$ cat src/rtl/multicycle_ctrl.sv
// Multi-cycle control FSM: sequences fetch/decode/execute/memory/writeback for one
// shared ALU, register file and unified memory port; counts retired instructions.
module multicycle_ctrl #(
  parameter int unsigned CNT_W = 32
) (
  input  logic             clk,
  input  logic             rst_n,
  input  logic [6:0]       opcode,
  input  logic [2:0]       funct3,
  input  logic             zero,
  input  logic             mem_ready,
  output logic             mem_req,
  output logic             mem_we,
  output logic             mem_addr_sel,
  output logic             ir_write,
  output logic             pc_write,
  output logic             pc_src,
  output logic [1:0]       alu_src_a,
  output logic [1:0]       alu_src_b,
  output logic [1:0]       instruction_type,
  output logic             reg_write,
  output logic             mem_to_reg,
  output logic             illegal,
  output logic [CNT_W-1:0] retired
);

  localparam logic [6:0] OP_R  = 7'b0110011;
  localparam logic [6:0] OP_I  = 7'b0010011;
  localparam logic [6:0] OP_LD = 7'b0000011;
  localparam logic [6:0] OP_ST = 7'b0100011;
  localparam logic [6:0] OP_BR = 7'b1100011;

  localparam logic [2:0] F3_BEQ = 3'b000;
  localparam logic [2:0] F3_BNE = 3'b001;

  typedef enum logic [3:0] {
    S_INIT     = 4'd0,
    S_FETCH    = 4'd1,
    S_DECODE   = 4'd2,
    S_EX_R     = 4'd3,
    S_EX_I     = 4'd4,
    S_MEM_ADDR = 4'd5,
    S_MEM_RD   = 4'd6,
    S_MEM_WR   = 4'd7,
    S_WB_ALU   = 4'd8,
    S_WB_MEM   = 4'd9,
    S_BRANCH   = 4'd10,
    S_HALT     = 4'd11
  } state_e;

  state_e           state_q, state_d;
  logic             illegal_q, illegal_d;
  logic [CNT_W-1:0] retired_q, retired_d;
  logic             retire_c;
  logic             taken_c;

  // State register
  always_ff @(posedge clk or negedge rst_n) begin
    if (!rst_n) begin
      state_q <= S_INIT;
    end else begin
      state_q <= state_d;
    end
  end

  // Sticky illegal flag and retired-instruction counter
  always_ff @(posedge clk or negedge rst_n) begin
    if (!rst_n) begin
      illegal_q <= 1'b0;
      retired_q <= '0;
    end else begin
      illegal_q <= illegal_d;
      retired_q <= retired_d;
    end
  end

  // Next-state, retire and illegal-flag logic
  always_comb begin
    state_d   = state_q;
    illegal_d = illegal_q;
    retire_c  = 1'b0;
    unique case (state_q)
      S_INIT:  state_d = S_FETCH;
      S_FETCH: if (mem_ready) state_d = S_DECODE;
      S_DECODE: begin
        unique case (opcode)
          OP_R:         state_d = S_EX_R;
          OP_I:         state_d = S_EX_I;
          OP_LD, OP_ST: state_d = S_MEM_ADDR;
          OP_BR: begin
            if (funct3 == F3_BEQ || funct3 == F3_BNE) begin
              state_d = S_BRANCH;
            end else begin
              state_d   = S_HALT;
              illegal_d = 1'b1;
            end
          end
          default: begin
            state_d   = S_HALT;
            illegal_d = 1'b1;
          end
        endcase
      end
      S_EX_R:     state_d = S_WB_ALU;
      S_EX_I:     state_d = S_WB_ALU;
      S_MEM_ADDR: state_d = (opcode == OP_LD) ? S_MEM_RD : S_MEM_WR;
      S_MEM_RD:   if (mem_ready) state_d = S_WB_MEM;
      S_MEM_WR: begin
        if (mem_ready) begin
          state_d  = S_FETCH;
          retire_c = 1'b1;
        end
      end
      S_WB_ALU: begin
        state_d  = S_FETCH;
        retire_c = 1'b1;
      end
      S_WB_MEM: begin
        state_d  = S_FETCH;
        retire_c = 1'b1;
      end
      S_BRANCH: begin
        state_d  = S_FETCH;
        retire_c = 1'b1;
      end
      S_HALT:  state_d = S_HALT;
      default: state_d = S_INIT;
    endcase
    retired_d = retire_c ? retired_q + CNT_W'(1) : retired_q;
  end

  assign taken_c = (funct3 == F3_BEQ) ? zero : !zero;

  // Moore output decode; ir/pc writes in FETCH and pc_write in BRANCH qualify within the cycle
  always_comb begin
    mem_req          = 1'b0;
    mem_we           = 1'b0;
    mem_addr_sel     = 1'b0;
    ir_write         = 1'b0;
    pc_write         = 1'b0;
    pc_src           = 1'b0;
    alu_src_a        = 2'b00;
    alu_src_b        = 2'b00;
    instruction_type = 2'b00;
    reg_write        = 1'b0;
    mem_to_reg       = 1'b0;
    unique case (state_q)
      S_FETCH: begin
        mem_req   = 1'b1;
        alu_src_b = 2'b01;
        ir_write  = mem_ready;
        pc_write  = mem_ready;
      end
      S_DECODE: begin
        alu_src_a = 2'b01;
        alu_src_b = 2'b10;
      end
      S_EX_R: begin
        alu_src_a        = 2'b10;
        instruction_type = 2'b10;
      end
      S_EX_I: begin
        alu_src_a        = 2'b10;
        alu_src_b        = 2'b10;
        instruction_type = 2'b11;
      end
      S_MEM_ADDR: begin
        alu_src_a = 2'b10;
        alu_src_b = 2'b10;
      end
      S_MEM_RD: begin
        mem_req      = 1'b1;
        mem_addr_sel = 1'b1;
      end
      S_MEM_WR: begin
        mem_req      = 1'b1;
        mem_we       = 1'b1;
        mem_addr_sel = 1'b1;
      end
      S_WB_ALU: reg_write = 1'b1;
      S_WB_MEM: begin
        reg_write  = 1'b1;
        mem_to_reg = 1'b1;
      end
      S_BRANCH: begin
        alu_src_a        = 2'b10;
        instruction_type = 2'b01;
        pc_src           = 1'b1;
        pc_write         = taken_c;
      end
      default: ;
    endcase
  end

  assign illegal = illegal_q;
  assign retired = retired_q;

endmodule

$ cat config.mk
export PLATFORM = sky130hd
export DESIGN_NAME = multicycle_ctrl
export DESIGN_NICKNAME = d
export VERILOG_FILES = /design/src/rtl/multicycle_ctrl.sv
export SDC_FILE = /design/constraint.sdc
export NUM_CORES = 1
export LEC_CHECK = 0
export CAP_MARGIN = 10
export CORE_AREA = 2 2 81 83
export DETAILED_ROUTE_END_ITERATION = 6
export DIE_AREA = 0 0 83 85
export DONT_BUFFER_PORTS = 1
export PLACE_DENSITY = 0.57
export SLEW_MARGIN = 20
export SYNTH_ARGS = -nofsm -noshare
export SYNTH_HDL_FRONTEND = slang
export SYNTH_SLANG_ARGS = --single-unit
$ cat constraint.sdc
create_clock -name clk -period 1.9 [get_ports clk]
set_clock_uncertainty 0.1 [all_clocks]
set_input_delay 0.38 -clock clk [delete_from_list [all_inputs] [get_ports clk]]
set_output_delay 0.38 -clock clk [all_outputs]
set_load 0.1 [all_outputs]
==> results of run 1 <==
-- metal layers --
metal	part of all wire (%)	vias to the layer above
met5	0	-
met1	43	909
met4	1.6	0
li1	-	888
met2	50	46
met3	4.7	8
-- cells by family (layout without fill, tap and decap cells) --
group                    after synthesis  after routing  synth area share (%)
AND/OR/NAND/NOR                       92             92                  25.4
flip-flops                            37             37                  44.3
XOR/XNOR                              33             33                  13.8
AO/OA/AOI/OAI                         28             28                  10.5
buffers and inverters                 13             83                  4.90
adder cells (fa/ha/maj)                1              1                 0.598
multiplexers                           1              1                 0.538
-- cell usage after synthesis, drive strengths merged (5+ instances only) --
library cell	count	share of area, %
buf	6	3.6
nor3	5	1.4
and2	8	2.4
and3	9	2.7
o2111ai	6	2.5
nand2b	7	2.1
xnor2	32	13
dfrtp	37	44
nand2	9	1.6
clkbuf	6	1.1
nand3	6	1.4
nand4	19	5.7
nor2	16	2.9
-- final timing paths --
| path | to | slack (ns) | depth (start not counted) |
|---|---|---|---|
| max in group asynchronous | retired[20] | 1.05 | 2 |
| worst max-delay path | pc_write | -0.09 | 4 |
| worst max register to register | retired[8] | 0.15 | 5 |
| worst min register to register | retired[23] | 0.41 | 1 |
| min in group asynchronous | retired[6] | 0.44 | 2 |
| worst min-delay path | state_q[3] | 0.20 | 2 |
-- stage by stage --
step           TNS, ns  util, %
6_report        -0.298     50.7
5_1_grt         -0.940     50.7
4_1_cts         -0.363     49.6
3_5_place_dp         0     45.1
3_3_place_gp         0     45.1
2_1_floorplan   -11.66        -
-- state kept, by name (all words and copies together), names as in the netlist --
register,cells
retired,32
state_q,4
illegal,1
-- power groups by stage --
stage / logic [mW] / registers (mW) / clock network, mW
after floorplan: 1.65 / 1.49 / 0
after global placement: 2.72 / 1.09 / 0
after detailed placement: 2.73 / 1.10 / 0
after CTS: 3.06 / 1.08 / 0.557
after global routing: 3.31 / 1.12 / 0.590
final: 3.16 / 1.09 / 0.538
-- final cells by class --
class                   count  area share (%)
flip-flops and latches     37            32.1
well taps                  77            3.06
inverters                   1           0.199
clock inverters             2           0.318
clock buffers               6            2.31
repair buffers             74            23.1
multi-input cells         155            38.9
-- what timing repair did --
item	CTS	global route
hold buffers	2	0
pin swaps	2	2
setup buffers	14	1
endpoints found under the setup margin	13	27
gates cloned	0	1
endpoints found under the hold margin	37	0
resized for setup	17	18
-- worst max-delay path: cells and delay by family (launching register included) --
| kind | cells | cell delay [ns] |
|---|---|---|
| and+or+nand+nor | 2 | 0.36 |
| AOI/OAI and AO/OA | 1 | 0.26 |
| buffers and inverters | 1 | 0.15 |
| DFF | 1 | 0.45 |
==> flow_summary.yaml, run 1 <==
timing:
  worst_slew_pin_slew_ns: 0.897
  fmax_mhz: 502
  setup_violations: 5
  setup_ws_ns: -0.0930
  rsz0062_at_grt: "yes"
  worst_hold_slack_ns: 0.202
  fin_crit_sh_pct: 105
  slew_viol_final: 0
  layout_min_cycle_time_ns: 1.99
  hold_violations: 0
  slew_headroom_pct: 40.2
power:
  pwr_density_cell_nw_per_um2: 1520
  p_int_mw: 2.30
  max-vdd-ir-drop_v: 0.00110
  pwr-share-seq_pct: 22.8
  combPwrFrac_pct: 66.0
  total_power_mw: 4.80
  power_switching_share_pct: 52.1
  power.net_switching_mw: 2.50
  pwr-share-clk_pct: 11.2
  p_leak_nw: 1.28
global_route:
  grt_busiest_layer: "met2"
  grt_max_degree: 38
  grt-ovfl-total: 0
  grt_usage_pct: 16.6
  grt_pass1_wl_um: 9490
  grt_antenna_before_repair: 0
  met2_usage_pct: 28.2
  grt_pass1_vias: 1880
  grt_util_met1_pct: 21.0
  grtUsageMet3_pct: 4.09
logic_synthesis:
  synth_edf_count: 0
  synth_ff_type: "dfrtp_1"
  yosysWarnings: 0
  synth_area_um2: 2090
  syn-instance-count: 205
  synth_seq_cells: 37
  ys_types: 44
  synth-async-reset-ratio_pct: 100
  synth_seq_area_share_pct: 44.3
  syn-num-nets: 220
  synth.avg_cell_area_um2: 10.2
drt:
  routed_wl_um: 5650
  vias: 1851
  vias_per_cell: 5.26
  drtAntennaViolNets: 0
  wl_per_cell_um: 16.1
  drc: 0
  dr.pass1.iters: 4
  drt_iter0_drc: 83
clock_network:
  clock_latency_ns: 0.29
  clock_path_buffers: 2
  cts_tree: "yes"
  clkTransAtPathRegs_ns: 0.07
  cts_root_buffer: "clkbuf_8"
  cts_max_level: 2
  cts_made_buffers: 5
  cts_sinks: 37
layout:
  fin_cells: 352
  diodes: 0
  synthToLayoutAreaGrowth_pct: 50.4
  fin_area_um2: 3150
  seqCellArea_um2: 1010
  nets: 289
  multi_input_area_um2: 1220
  final_common_cell: "buf_4"
  final_cell_mix: "buf_4, xnor2_1, nand4_1"
  fill_cells: 569
  drive_gt1_share_pct: 52.4
critical_path:
  crit_path_top_delay_cell: "dfrtp_2"
  path_class: "reg -> out"
  critPathMaxStageDelay_ns: 0.45
  r2r_start: "state_q[1]"
  required_ns: 1.42
  startpoint_type: "flip-flop"
  crit_path_end_kind: "output pin"
  path_cells: "buf_6 -> nor3_4 -> and2_4 -> a21o_4"
  worstPathArrival_ns: 1.51
  startpoint: "state_q[2]"
  crit_fanout: 5
flow_run:
  drv_cap: 0
run_status:
  violations: "negative setup slack"
  status: "complete, but fails checks"
floorplan:
  die_h_um: 85
  dieWidth_um: 83
  num_rows: 29
  start_util_pct: 33.7
  core_um2: 6200
  die-area_um2: 7060
  io_pins: 61
placed_design:
  post-place-cells: 326
  place_ws_ns: 0.0154
  gp_congestion: 0.767
  place_area_um2: 2800
  dp_hpwl_um: 3780
  io_buffer_count: 0
min_path:
  hp-class: "in -> reg"
  min-delay-start: "mem_ready"
(Power assumes the default switching activity.)
==> run 2, diff against run 1 <==
- REMOVE_ABC_BUFFERS: unset -> 1
==> run 2 against run 1 <==
  * The flow still finishes with violations (negative setup slack)
  * Sequential cell count is the same
  * Via count fell by 0.59%
  * Final cell count decreased by 1.4%
  * Routed wire length shrank 5.2%
  * Cell area down 3.7%
  * Critical path depth did not move
  * Sequential share of layout area shrank 1.4 points
  * Worst setup slack gained 0.029 ns
  * Combinational power decreased by 3%
  * Critical path type unchanged
  * Critical endpoint is now alu_src_b[1]
==> flow_summary.yaml, run 2 (synthesis results as in run 1) <==
run_status:
  status: "complete, but fails checks"
  violations: "negative setup slack"
timing:
  layout_min_cycle_time_ns: 1.96
  setup_tns_ns: -0.317
  worst_slew_pin_slew_ns: 0.904
  fin_crit_sh_pct: 103
  rsz0062_at_grt: "yes"
  slew_headroom_pct: 39.7
  setup_ws_ns: -0.0645
  hold_violations: 0
  fmax_mhz: 509
  setup_violations: 8
  slew_viol_final: 0
clock_network:
  clock_path_buffers: 2
  cts_made_buffers: 5
  clock_latency_ns: 0.28
  cts_sinks: 37
  cts_root_buffer: "clkbuf_8"
  cts_tree: "yes"
  clkTransAtPathRegs_ns: 0.07
  cts_max_level: 2
floorplan:
  die_h_um: 85
  num_rows: 29
  core_um2: 6200
  start_util_pct: 33.7
  die-area_um2: 7060
  dieWidth_um: 83
  io_pins: 61
placed_design:
  gp_congestion: 0.908
  dp_hpwl_um: 3720
  post-place-cells: 329
  place_area_um2: 2700
  io_buffer_count: 0
layout:
  synthToLayoutAreaGrowth_pct: 44.9
  fin_cells: 347
  nets: 284
  drive_gt1_share_pct: 40.4
  largest_register_ffs: 32
  final_cell_mix: "buf_4, dfrtp_1, xnor2_1"
  diodes: 0
  fin_area_um2: 3030
  final_common_cell: "buf_4"
min_path:
  hp-class: "in -> reg"
  min-delay-start: "mem_ready"
drt:
  drc: 0
  vias_per_cell: 5.30
  routed_wl_um: 5360
  drt_iter0_drc: 93
  vias: 1840
  dr.pass1.iters: 4
  wl_per_cell_um: 15.4
  drtAntennaViolNets: 0
critical_path:
  startpoint: "state_q[1]"
  crit_path_end_kind: "output pin"
  worstPathArrival_ns: 1.48
  path_class: "reg -> out"
  crit_fanout: 8
  required_ns: 1.42
  startpoint_type: "flip-flop"
  r2r_start: "state_q[2]"
global_route:
  grt-ovfl-total: 0
  grt_max_degree: 38
  grt_usage_pct: 15.6
  grt_pass1_wl_um: 9070
  grt_pass1_vias: 1835
  grt_antenna_before_repair: 0
power:
  pwr_density_cell_nw_per_um2: 1540
  max-vdd-ir-drop_v: 0.00134
  p_leak_nw: 1.32
flow_run:
  drv_cap: 0
run 2: cell count changes in the layout (fill, tap and decap cells not counted), sizes merged:
cell and delta:
buf -7, clkbuf +2
run 2: power by group:
group	switching, mW	internal (mW)	leakage, nW	total, mW
Clock	0.268	0.254	0.0450	0.522
Sequential	0.206	0.891	0.495	1.10
Combinational	1.95	1.11	0.783	3.06
Total	2.42	2.25	1.32	4.68
run 2: per-layer routing:
layer	track usage [%]	routed length, um	vias to the layer above
li1	-	-	878
met1	19.7	2330	887
met2	25.7	2610	73
met3	4.96	393	2
met4	4.47	24	0
met5	0	0	-
run 2: critical path, cell delays in order (launching register included):
cell,delay (ns)
dfrtp_1,0.40
buf_4,0.19
nand2b_1,0.21
a21oi_2,0.21
buf_12,0.19
run 2: area by class of cell:
cell class	instances	area, um2
well taps	77	96.3
fillers	551	3170
repair buffers	69	713
inverters	1	3.75
multi-input cells	155	1200
flip-flops and latches	37	930
clock inverters	2	10.0
clock buffers	6	72.6
run 2: metrics by stage:
step                utilization, %  hold slack [ns]  setup slack [ns]  power (mW)
floorplan                        -          -0.0156             -3.11        2.82
global placement              43.6          -0.0147             0.165        3.74
detailed placement            43.6          -0.0149             0.148        3.74
CTS                           47.2            0.215           -0.0482        4.50
global route                  48.8            0.202            -0.148        4.88
finish                        48.8            0.216           -0.0645        4.68
run 2: worst paths after layout:
| kind | endpoint | slack (ns) | depth (start not counted) |
|---|---|---|---|
| min in group asynchronous | retired[5] | 0.44 | 2 |
| setup / recovery | alu_src_b[1] | -0.06 | 4 |
| setup reg to reg | retired[8] | 0.08 | 6 |
| hold / removal | state_q[3] | 0.22 | 2 |
| hold reg to reg | retired[31] | 0.38 | 1 |
| max in group asynchronous | state_q[2] | 1.05 | 2 |
run 2: timing repair:
action,in CTS,in global routing
endpoints found under the hold margin,37,0
setup endpoints to repair,12,13
hold buffers,2,0
gates resized for setup,22,19
setup buffers,6,2
pin swaps,5,4
==> run 3, diff against run 2 <==
- REMOVE_ABC_BUFFERS: 1 -> unset
==> results of run 3 <==
Final layout, timing and power as in run 1 (identical DEF).
